$ cat src/rtl/move_sequencer.sv
// move_sequencer: sequences select/query/confirm/commit for one player move and owns turn and highlight state
module move_sequencer #(
  parameter int MOVE_LAT  = 1,
  parameter int WHITE_MAX = 6
) (
  input  logic                  clk,
  input  logic                  rst,
  input  logic [7:0][7:0][3:0]  board,
  input  logic                  click_valid,
  input  logic [5:0]            click_pos,
  output logic                  click_ready,
  output logic [3:0]            mg_figure,
  output logic [5:0]            mg_position,
  input  logic [63:0]           mg_moves,
  output logic                  wr_en,
  output logic [5:0]            wr_pos,
  output logic [3:0]            wr_code,
  output logic                  turn,
  output logic                  sel_valid,
  output logic [5:0]            sel_pos,
  output logic [63:0]           highlight,
  output logic                  move_done,
  output logic                  illegal
);
  typedef enum logic [2:0] {IDLE, QUERY, SELECTED, WR_SRC, WR_DST, FINISH} state_t;
  localparam int CW = $clog2(MOVE_LAT + 2);
  localparam logic [3:0] WMAX = 4'(WHITE_MAX);
  state_t state, state_d;
  logic [CW-1:0] cnt, cnt_d;
  logic [3:0] piece, piece_d, code, mg_figure_d, wr_code_d;
  logic [5:0] dst, dst_d, mg_position_d, wr_pos_d, sel_pos_d;
  logic [63:0] highlight_d;
  logic turn_d, sel_valid_d, wr_en_d, move_done_d, illegal_d, own;
  assign code = board[click_pos[5:3]][click_pos[2:0]];
  assign own = code != 4'd0 && (turn ? code > WMAX : code <= WMAX);
  assign click_ready = state == IDLE || state == SELECTED;
  always_comb begin
    state_d = state;
    cnt_d = cnt;
    piece_d = piece;
    dst_d = dst;
    turn_d = turn;
    sel_valid_d = sel_valid;
    sel_pos_d = sel_pos;
    highlight_d = highlight;
    mg_figure_d = mg_figure;
    mg_position_d = mg_position;
    wr_en_d = 1'b0;
    wr_pos_d = wr_pos;
    wr_code_d = wr_code;
    move_done_d = 1'b0;
    illegal_d = 1'b0;
    case (state)
      IDLE: illegal_d = click_valid && !own;
      QUERY:
        if (cnt == CW'(MOVE_LAT)) begin
          highlight_d = mg_moves;
          sel_valid_d = |mg_moves;
          illegal_d = ~|mg_moves;
          state_d = |mg_moves ? SELECTED : IDLE;
        end else cnt_d = cnt + CW'(1);
      SELECTED:
        if (click_valid && click_pos == sel_pos) begin
          state_d = IDLE;
          sel_valid_d = 1'b0;
          highlight_d = '0;
        end else if (click_valid && !own && highlight[6'd63 - click_pos]) begin
          dst_d = click_pos;
          state_d = WR_SRC;
          wr_en_d = 1'b1;
          wr_pos_d = sel_pos;
          wr_code_d = 4'd0;
        end else illegal_d = click_valid && !own;
      WR_SRC: begin
        state_d = WR_DST;
        wr_en_d = 1'b1;
        wr_pos_d = dst;
        wr_code_d = piece;
      end
      WR_DST: begin
        state_d = FINISH;
        move_done_d = 1'b1;
        turn_d = ~turn;
        sel_valid_d = 1'b0;
        highlight_d = '0;
      end
      default: state_d = IDLE;
    endcase
    // own-piece click (other than the current selection) starts a fresh query
    if (click_valid && click_ready && own && !(state == SELECTED && click_pos == sel_pos)) begin
      sel_pos_d = click_pos;
      piece_d = code;
      mg_figure_d = code;
      mg_position_d = click_pos;
      cnt_d = '0;
      sel_valid_d = 1'b0;
      highlight_d = '0;
      state_d = QUERY;
    end
  end
  always_ff @(posedge clk) begin
    if (rst) begin
      state <= IDLE;
      cnt <= '0;
      piece <= '0;
      dst <= '0;
      turn <= 1'b0;
      sel_valid <= 1'b0;
      sel_pos <= '0;
      highlight <= '0;
      mg_figure <= '0;
      mg_position <= '0;
      wr_en <= 1'b0;
      wr_pos <= '0;
      wr_code <= '0;
      move_done <= 1'b0;
      illegal <= 1'b0;
    end else begin
      state <= state_d;
      cnt <= cnt_d;
      piece <= piece_d;
      dst <= dst_d;
      turn <= turn_d;
      sel_valid <= sel_valid_d;
      sel_pos <= sel_pos_d;
      highlight <= highlight_d;
      mg_figure <= mg_figure_d;
      mg_position <= mg_position_d;
      wr_en <= wr_en_d;
      wr_pos <= wr_pos_d;
      wr_code <= wr_code_d;
      move_done <= move_done_d;
      illegal <= illegal_d;
    end
  end
endmodule

$ cat config.mk
export PLATFORM = sky130hd
export DESIGN_NAME = move_sequencer
export DESIGN_NICKNAME = d
export VERILOG_FILES = /design/src/rtl/move_sequencer.sv
export SDC_FILE = /design/constraint.sdc
export NUM_CORES = 1
export LEC_CHECK = 0
export ABC_AREA = 1
export ABC_CLOCK_PERIOD_IN_PS = 4270
export CORE_AREA = 2 2 164 166
export DETAILED_ROUTE_END_ITERATION = 10
export DIE_AREA = 0 0 166 168
export DONT_BUFFER_PORTS = 1
export GPL_TIMING_DRIVEN = 0
export HOLD_SLACK_MARGIN = 0.03
export SYNTH_ARGS = -nofsm -noshare
export SYNTH_HDL_FRONTEND = slang
export SYNTH_SLANG_ARGS = --single-unit
$ cat constraint.sdc
create_clock -name clk -period 4.27 [get_ports clk]
set_input_delay 1.281 -clock clk [delete_from_list [all_inputs] [get_ports clk]]
set_output_delay 1.281 -clock clk [all_outputs]
set_load 0.01 [all_outputs]
Yosys cells after proc, flatten, opt, wreduce, memory -nomap -nowiden

Cells that the tools add are included.

Register bits after elaboration: 100
Input bits: 329
Output and inout bits: 96
Logic and storage cells: 96

Add/subtract/negate cells: 2
Order comparisons: 5
Equality and inequality tests: 14
Mux-type cells: 33
Bitwise gates (word level): 4
Reduce and logical (&&, ||, !) cells: 24

Operators with widths:

| cell                | number |
|---|---|
| $pmux 64 s3         | 1 |
| $mux 64             | 2 |
| $bmux 32 s3         | 1 |
| $reduce_or 64->1    | 1 |
| $mux 32             | 1 |
| $pmux 3 s5          | 1 |
| $reduce_and 3->1    | 5 |
| $bmux 4 s3          | 1 |
| $mux 4              | 3 |
| $mux 6              | 2 |
| $pmux 6 s2          | 1 |
| $mux 1              | 11 |
| $mux 3              | 3 |
| $logic_and 1x1->1   | 8 |
| $lt 3x4->1 const B  | 2 |
| $pmux 4 s2          | 1 |
| $lt 6x7->1 const B  | 1 |
| $bmux 1 s6          | 1 |
| $eq 3x2->1 const B  | 2 |
| $eq 6x6->1          | 1 |
| $ne 2x1->1 const B  | 3 |
| $pmux 1 s3          | 2 |
| $sub 6x6->6 const A | 1 |
| $gt 4x3->1 const B  | 1 |
| other kinds (20)    | 26 |

Logic depth before layout (Yosys ltp)

Gate-level depths: netlist of run 1.

Depth after elaboration: 14
Gate-level depth with buffers: 22
Depth with buffers taken out: 19

Least setup slack after synthesis of run 1

OpenSTA, ideal clock, no wires.

Path kind: in2reg
Start point: in click_pos[3]
End point: reg highlight[10]
Library setup time: 130 ps
Data arrival time: 3,235 ps
Data required time: 4,140 ps
Path slack: 905 ps
Cell stages on the path: 14
Buffers on the path: 5
Cells stage by stage: buf_6 > inv_4 > buf_6 > buf_6 > nor2_1 > nor4_1 > nand2_1 > or3_1 > inv_2 > a21oi_2 > a211oi_2 > buf_4 > buf_2 > a211oi_2

Cells in the longest elaborated chain, start to end: 10

RTL lines:

| what                                            | line | text |
|---|---|---|
| start: declaration                              | 10   | `input logic [5:0] click_pos,` |
| $bmux 32 s3                                     | 34   | `assign code = board[click_pos[5:3]][click_pos[2:0]];` |
| $mux 32 (not written as such)                   | 34   |  |
| $bmux 4 s3                                      | 34   |  |
| $mux 4 (not written as such)                    | 34   |  |
| $le 4x3->1 / $gt 4x3->1 (equally long branches) | 35   | `assign own = code != 4'd0 && (turn ? code > WMAX : code <= WMAX);` |
| $mux 1                                          | 35   |  |
| $logic_and 1x1->1                               | 35   |  |
| $logic_and 1x1->1 (2 in a row)                  | 90   | `if (click_valid && click_ready && own && !(state == SELECTED && click_pos == sel_pos)) begin` |
| $reduce_or 2->1 (no line)                       | --   |  |
| end signal: assignment                          | 126  | `highlight <= highlight_d;` |
| end: declaration                                | 21   | `output logic [63:0] highlight,` |

Several ways; a longest one is shown, not always the timed one. The select of a mux whose other input is x is not followed.
A chain may end at the register's enable or synchronous reset.

Worst setup path in the final report of run 1

Start point: in click_pos[5]
End point: reg highlight[41]

Same word-level chain as after synthesis.

==> results of run 1 <==
## cell usage after synthesis
cell type                  count  area share [%]
sky130_fd_sc_hd__nand2_1     452              22
sky130_fd_sc_hd__buf_4        14             1.4
sky130_fd_sc_hd__buf_2        53             3.5
sky130_fd_sc_hd__clkbuf_1     30             1.5
sky130_fd_sc_hd__nor2_2        1           0.082
sky130_fd_sc_hd__nor3_1        3            0.20
sky130_fd_sc_hd__nor2_1       95             4.7
sky130_fd_sc_hd__nand3b_1      6            0.59
sky130_fd_sc_hd__inv_1        52             2.6
sky130_fd_sc_hd__o22ai_1       2            0.16
sky130_fd_sc_hd__dfxtp_1     100              26
sky130_fd_sc_hd__nor3b_1       1           0.098
sky130_fd_sc_hd__a21oi_2       1            0.11
sky130_fd_sc_hd__inv_4         1           0.082
sky130_fd_sc_hd__a32o_1        8             1.0
sky130_fd_sc_hd__clkinv_1      3            0.15
sky130_fd_sc_hd__a211oi_1      1           0.098
sky130_fd_sc_hd__or3_1         1           0.082
sky130_fd_sc_hd__inv_2         4            0.20
sky130_fd_sc_hd__a21oi_1      40             2.6
sky130_fd_sc_hd__nor4_1       12            0.98
sky130_fd_sc_hd__o211ai_1     10            0.98
sky130_fd_sc_hd__xnor2_1       1            0.11
sky130_fd_sc_hd__buf_6         8             1.2
sky130_fd_sc_hd__buf_1         5            0.25
sky130_fd_sc_hd__nand3_1     259              17
sky130_fd_sc_hd__nand4_1       9            0.74
sky130_fd_sc_hd__a211oi_2     37             6.1
sky130_fd_sc_hd__o21ai_0      78             5.1
sky130_fd_sc_hd__ha_1          1            0.16
## worst reg2reg max path: stages, from the launching register on
cell and delay (ns):
sky130_fd_sc_hd__dfxtp_1 0.33, sky130_fd_sc_hd__nor2_1 0.32, sky130_fd_sc_hd__inv_1 0.10, sky130_fd_sc_hd__nor2_1 0.14, sky130_fd_sc_hd__inv_1 0.08, sky130_fd_sc_hd__nand2_1 0.22
sky130_fd_sc_hd__inv_2 0.18, sky130_fd_sc_hd__a211oi_2 0.54, sky130_fd_sc_hd__buf_4 0.32, sky130_fd_sc_hd__buf_2 0.32, sky130_fd_sc_hd__a211oi_2 0.11
## kinds of logic after synthesis
kind of cell,share of synthesized area [%]
compound gates,16.2
xor+xnor,0.115
fa+ha+maj,0.164
buf+inv,10.7
flops,26.2
simple gates,46.6
## power by group through the flow
stage / Clock [mW] / Combinational, mW / Sequential [mW]
2_1_floorplan: 0 / 0.686 / 1.19
3_3_place_gp: 0 / 0.900 / 1.27
3_5_place_dp: 0 / 0.913 / 1.27
4_1_cts: 0.837 / 0.916 / 1.24
5_1_grt: 0.872 / 1.02 / 1.26
6_report: 0.834 / 0.917 / 1.25
## worst max path at each step
stage	slack, ns	cells after the start	start	endpoint
final	0.35	19	click_pos[5]	highlight[41]$_SDFFE_PP0P_
after floorplan	0.90	14	click_pos[3]	highlight[10]$_SDFFE_PP0P_
after global placement	-0.49	19	click_pos[5]	highlight[33]$_SDFFE_PP0P_
after CTS	0.05	15	click_pos[1]	highlight[36]$_SDFFE_PP0P_
after detailed placement	-0.54	19	click_pos[5]	highlight[39]$_SDFFE_PP0P_
after global routing	0.03	19	click_pos[5]	highlight[41]$_SDFFE_PP0P_
## layout make-up
cell class | count | area [um2] | area share (%)
multi-input combinational | 1018 | 4820 | 57.5
clock buffer | 9 | 225 | 2.68
antenna | 8 | 20.0 | 0.239
buffer | 110 | 598 | 7.13
inverter | 60 | 229 | 2.73
tap | 341 | 427 | 5.08
clock inverter | 7 | 67.6 | 0.805
sequential | 100 | 2000 | 23.9
## per-layer routing
layer | vias to the layer above | share of wire, % | GRT usage [%]
li1 | 4318 | - | -
met1 | 4243 | 38 | 28.0
met2 | 537 | 48 | 45.1
met3 | 111 | 9.3 | 7.12
met4 | 0 | 4.9 | 14.0
met5 | - | 0 | 0
## repair_timing
action                     in CTS  in global routing
setup endpoints to repair      60                 54
gates cloned                    0                  0
hold buffers                    0                  0
resized for setup               2                  7
## registers in the layout (all words and copies together), names as in the netlist
name and cells:
state 3, wr_code 4, dst 6, illegal 1, sel_pos 6, wr_en 1
turn 1, move_done 1, wr_pos 6, sel_valid 1, highlight 64, cnt 2
piece 4
==> reports/qor.txt, run 1 <==
====================================================================================================
FF-to-FF path depth                                                                               10
Buffer and inverter count on the worst path                                                        6
Height of the die                                                                             168 um
Aggregate negative setup slack                                                                  0 ns
Netlist Area Pre-Place                                                                      7640 um2
DR vias/cell                                                                                    5.57
Element type at the critical path end                                                       register
Number of clock sinks                                                                            100
Outcome                                                                                 finished, final reports clean
Setup slack after layout                                                                    0.347 ns
X dimension of the die                                                                        166 um
Net count of the finished layout                                                                1629
Highest cell delay on the worst timing path                                                  0.30 ns
Cell area after placement                                                                   8070 um2
Residual DRC                                                                                       0
Proportion of layout cells with a drive suffix above 1                                         10.7%
CTS tree                                                                                         yes
Net switching power                                                                          1.22 mW
Maximum VDD drop                                                                              324 uV
Startpoint class of the critical path                                                     input port
Final Critical Period                                                                        3.92 ns
Drt total wl                                                                                37500 um
Number of buffers created by CTS                                                                   9
Number of detailed-route iterations in the first pass                                              5
Portion of the post-synthesis area used by sequential elements                                 26.2%
Average wire length per cell after detail routing                                            22.7 um
Number of nets in the synthesized netlist                                                       1618
Core Region                                                                                26400 um2
Class of the tightest hold or removal check                                               reg -> reg
Most frequent cells in the layout                                                       sky130_fd_sc_hd__nand2_1 (451), sky130_fd_sc_hd__nand3_1 (259), sky130_fd_sc_hd__dfxtp_1 (100)
Leakage power                                                                                3.58 nW
Max frequency                                                                                255 MHz
Final setup violation count                                                                        0
Count of fill cells added during filler insertion                                               3017
Launch point of the worst hold path                                                     cnt[1]$_SDFFE_PP0P_
Count of maximum capacitance violations                                                            0
Maximum fanout along the worst path                                                               10
Tightest slew margin relative to the limit                                                     46.1%
Total routing usage reported by global routing                                                 25.7%
Clock-pin slew reported for the worst setup and hold paths after clock tree synthesis        0.08 ns
Count of different cell masters after synthesis                                                   30
Total power draw                                                                             3.00 mW
Cells along the critical path                                                           buf_2 > clkinv_2 > clkbuf_2 > nand3_1 > nand2_1 > nand2_1 > nand3_1 > o211ai_1 > nand2_1 > inv_1 > nand2_1 > nand2_1 > nand3_1 > nor2_2 > nand2_1 > nand2_2 > buf_6 > buf_4 > nor2_1
Ys Warns                                                                                           0
Most frequent standard cell in the layout excluding fill and tap cells                  sky130_fd_sc_hd__nand2_1
CTS Root Buffer Type                                                                    sky130_fd_sc_hd__clkbuf_16
Via count of the first global-routing pass                                                      9058
Iteration-0 DRC count of the detailed router                                                     726
Share of power burned in registers                                                             41.6%
Worst-margin pin slew                                                                       0.808 ns
Number of buffers between clock root and the deepest sink                                          2
Routed via count                                                                                9209
CP top delay family                                                                     simple AND/OR/NAND/NOR gates
Final hold slack                                                                            0.503 ns
Dpl hpwl                                                                                    30300 um
Initial Utilization                                                                            29.0%
Clock insertion delay at the later pin of the skew report                                    0.36 ns
Share of total power consumed by net switching                                                 40.7%
Weighted congestion at the end of routability-driven global placement                          0.988
Kind of critical path                                                                      in -> reg
Setup skew after layout                                                                    0.0150 ns
Worst hold path depth                                                                              2
CP arrival                                                                                   4.17 ns
Crit Reg-Reg Endpoint                                                                   highlight[32]$_SDFFE_PP0P_
Remaining antenna violation count after routing                                                    0
Post-placement worst setup slack                                                           -0.539 ns
Setup bufs post-CTS                                                                                0
Startpoint of the worst-slack reg-to-reg timing path                                    state[0]$_SDFFE_PP0P_
Power share of the combinational group                                                         30.6%
Global route overflow                                                                              0
Setup slack on the worst flop-to-flop path                                                   1.47 ns
Final Slew Violations                                                                              0
Power density over the cells                                                              357 nW/um2
Cell count after placement                                                                      1629
Number of placement rows                                                                          60
Pin count of the biggest net entering global routing                                              20
Most common cell type on the critical path                                              sky130_fd_sc_hd__nand2_1
Area delta synth->final                                                                        9.81%
# H-tree levels                                                                                    3
Die Area                                                                                   27900 um2
Global-route wire length before repair                                                      54700 um
Fin util                                                                                       31.8%
Endpoints failing hold                                                                             0
Portion of the clock cycle consumed by the worst path in the final layout                      91.9%
Hold EP                                                                                 cnt[1]$_SDFFE_PP0P_
Final design area excluding fillers                                                         8390 um2
Total of flip-flops plus latches after synthesis                                                 100
Unrepaired setup endpoints after global routing                                                   no
Share of power burned in the clock network                                                     27.8%
Port Buf Inserts                                                                                   0
Data required, critical path                                                                 4.52 ns
Ports placed on the boundary                                                                     425
Slowest cell on crit path                                                               sky130_fd_sc_hd__clkbuf_2
Internal Pwr Total                                                                           1.78 mW
Cells after synthesis                                                                           1288
Average footprint of a synthesized cell                                                     5.93 um2
Post-layout instance count excluding filler cells                                               1653
Number of antenna violations at the first check in global routing                                  8
====================================================================================================
(Power assumes the default switching activity.)
==> run 2, diff against run 1 <==
- HOLD_SLACK_MARGIN: 0.03 -> not set
- SKIP_LAST_GASP: not set -> 1
==> results of run 2 <==
No change in the layout: final DEF, timing and power equal those of run 1.
==> run 3, diff against run 2 <==
- SLEW_MARGIN: not set -> 0
==> results of run 3 <==
No change in the layout: final DEF, timing and power equal those of run 1.
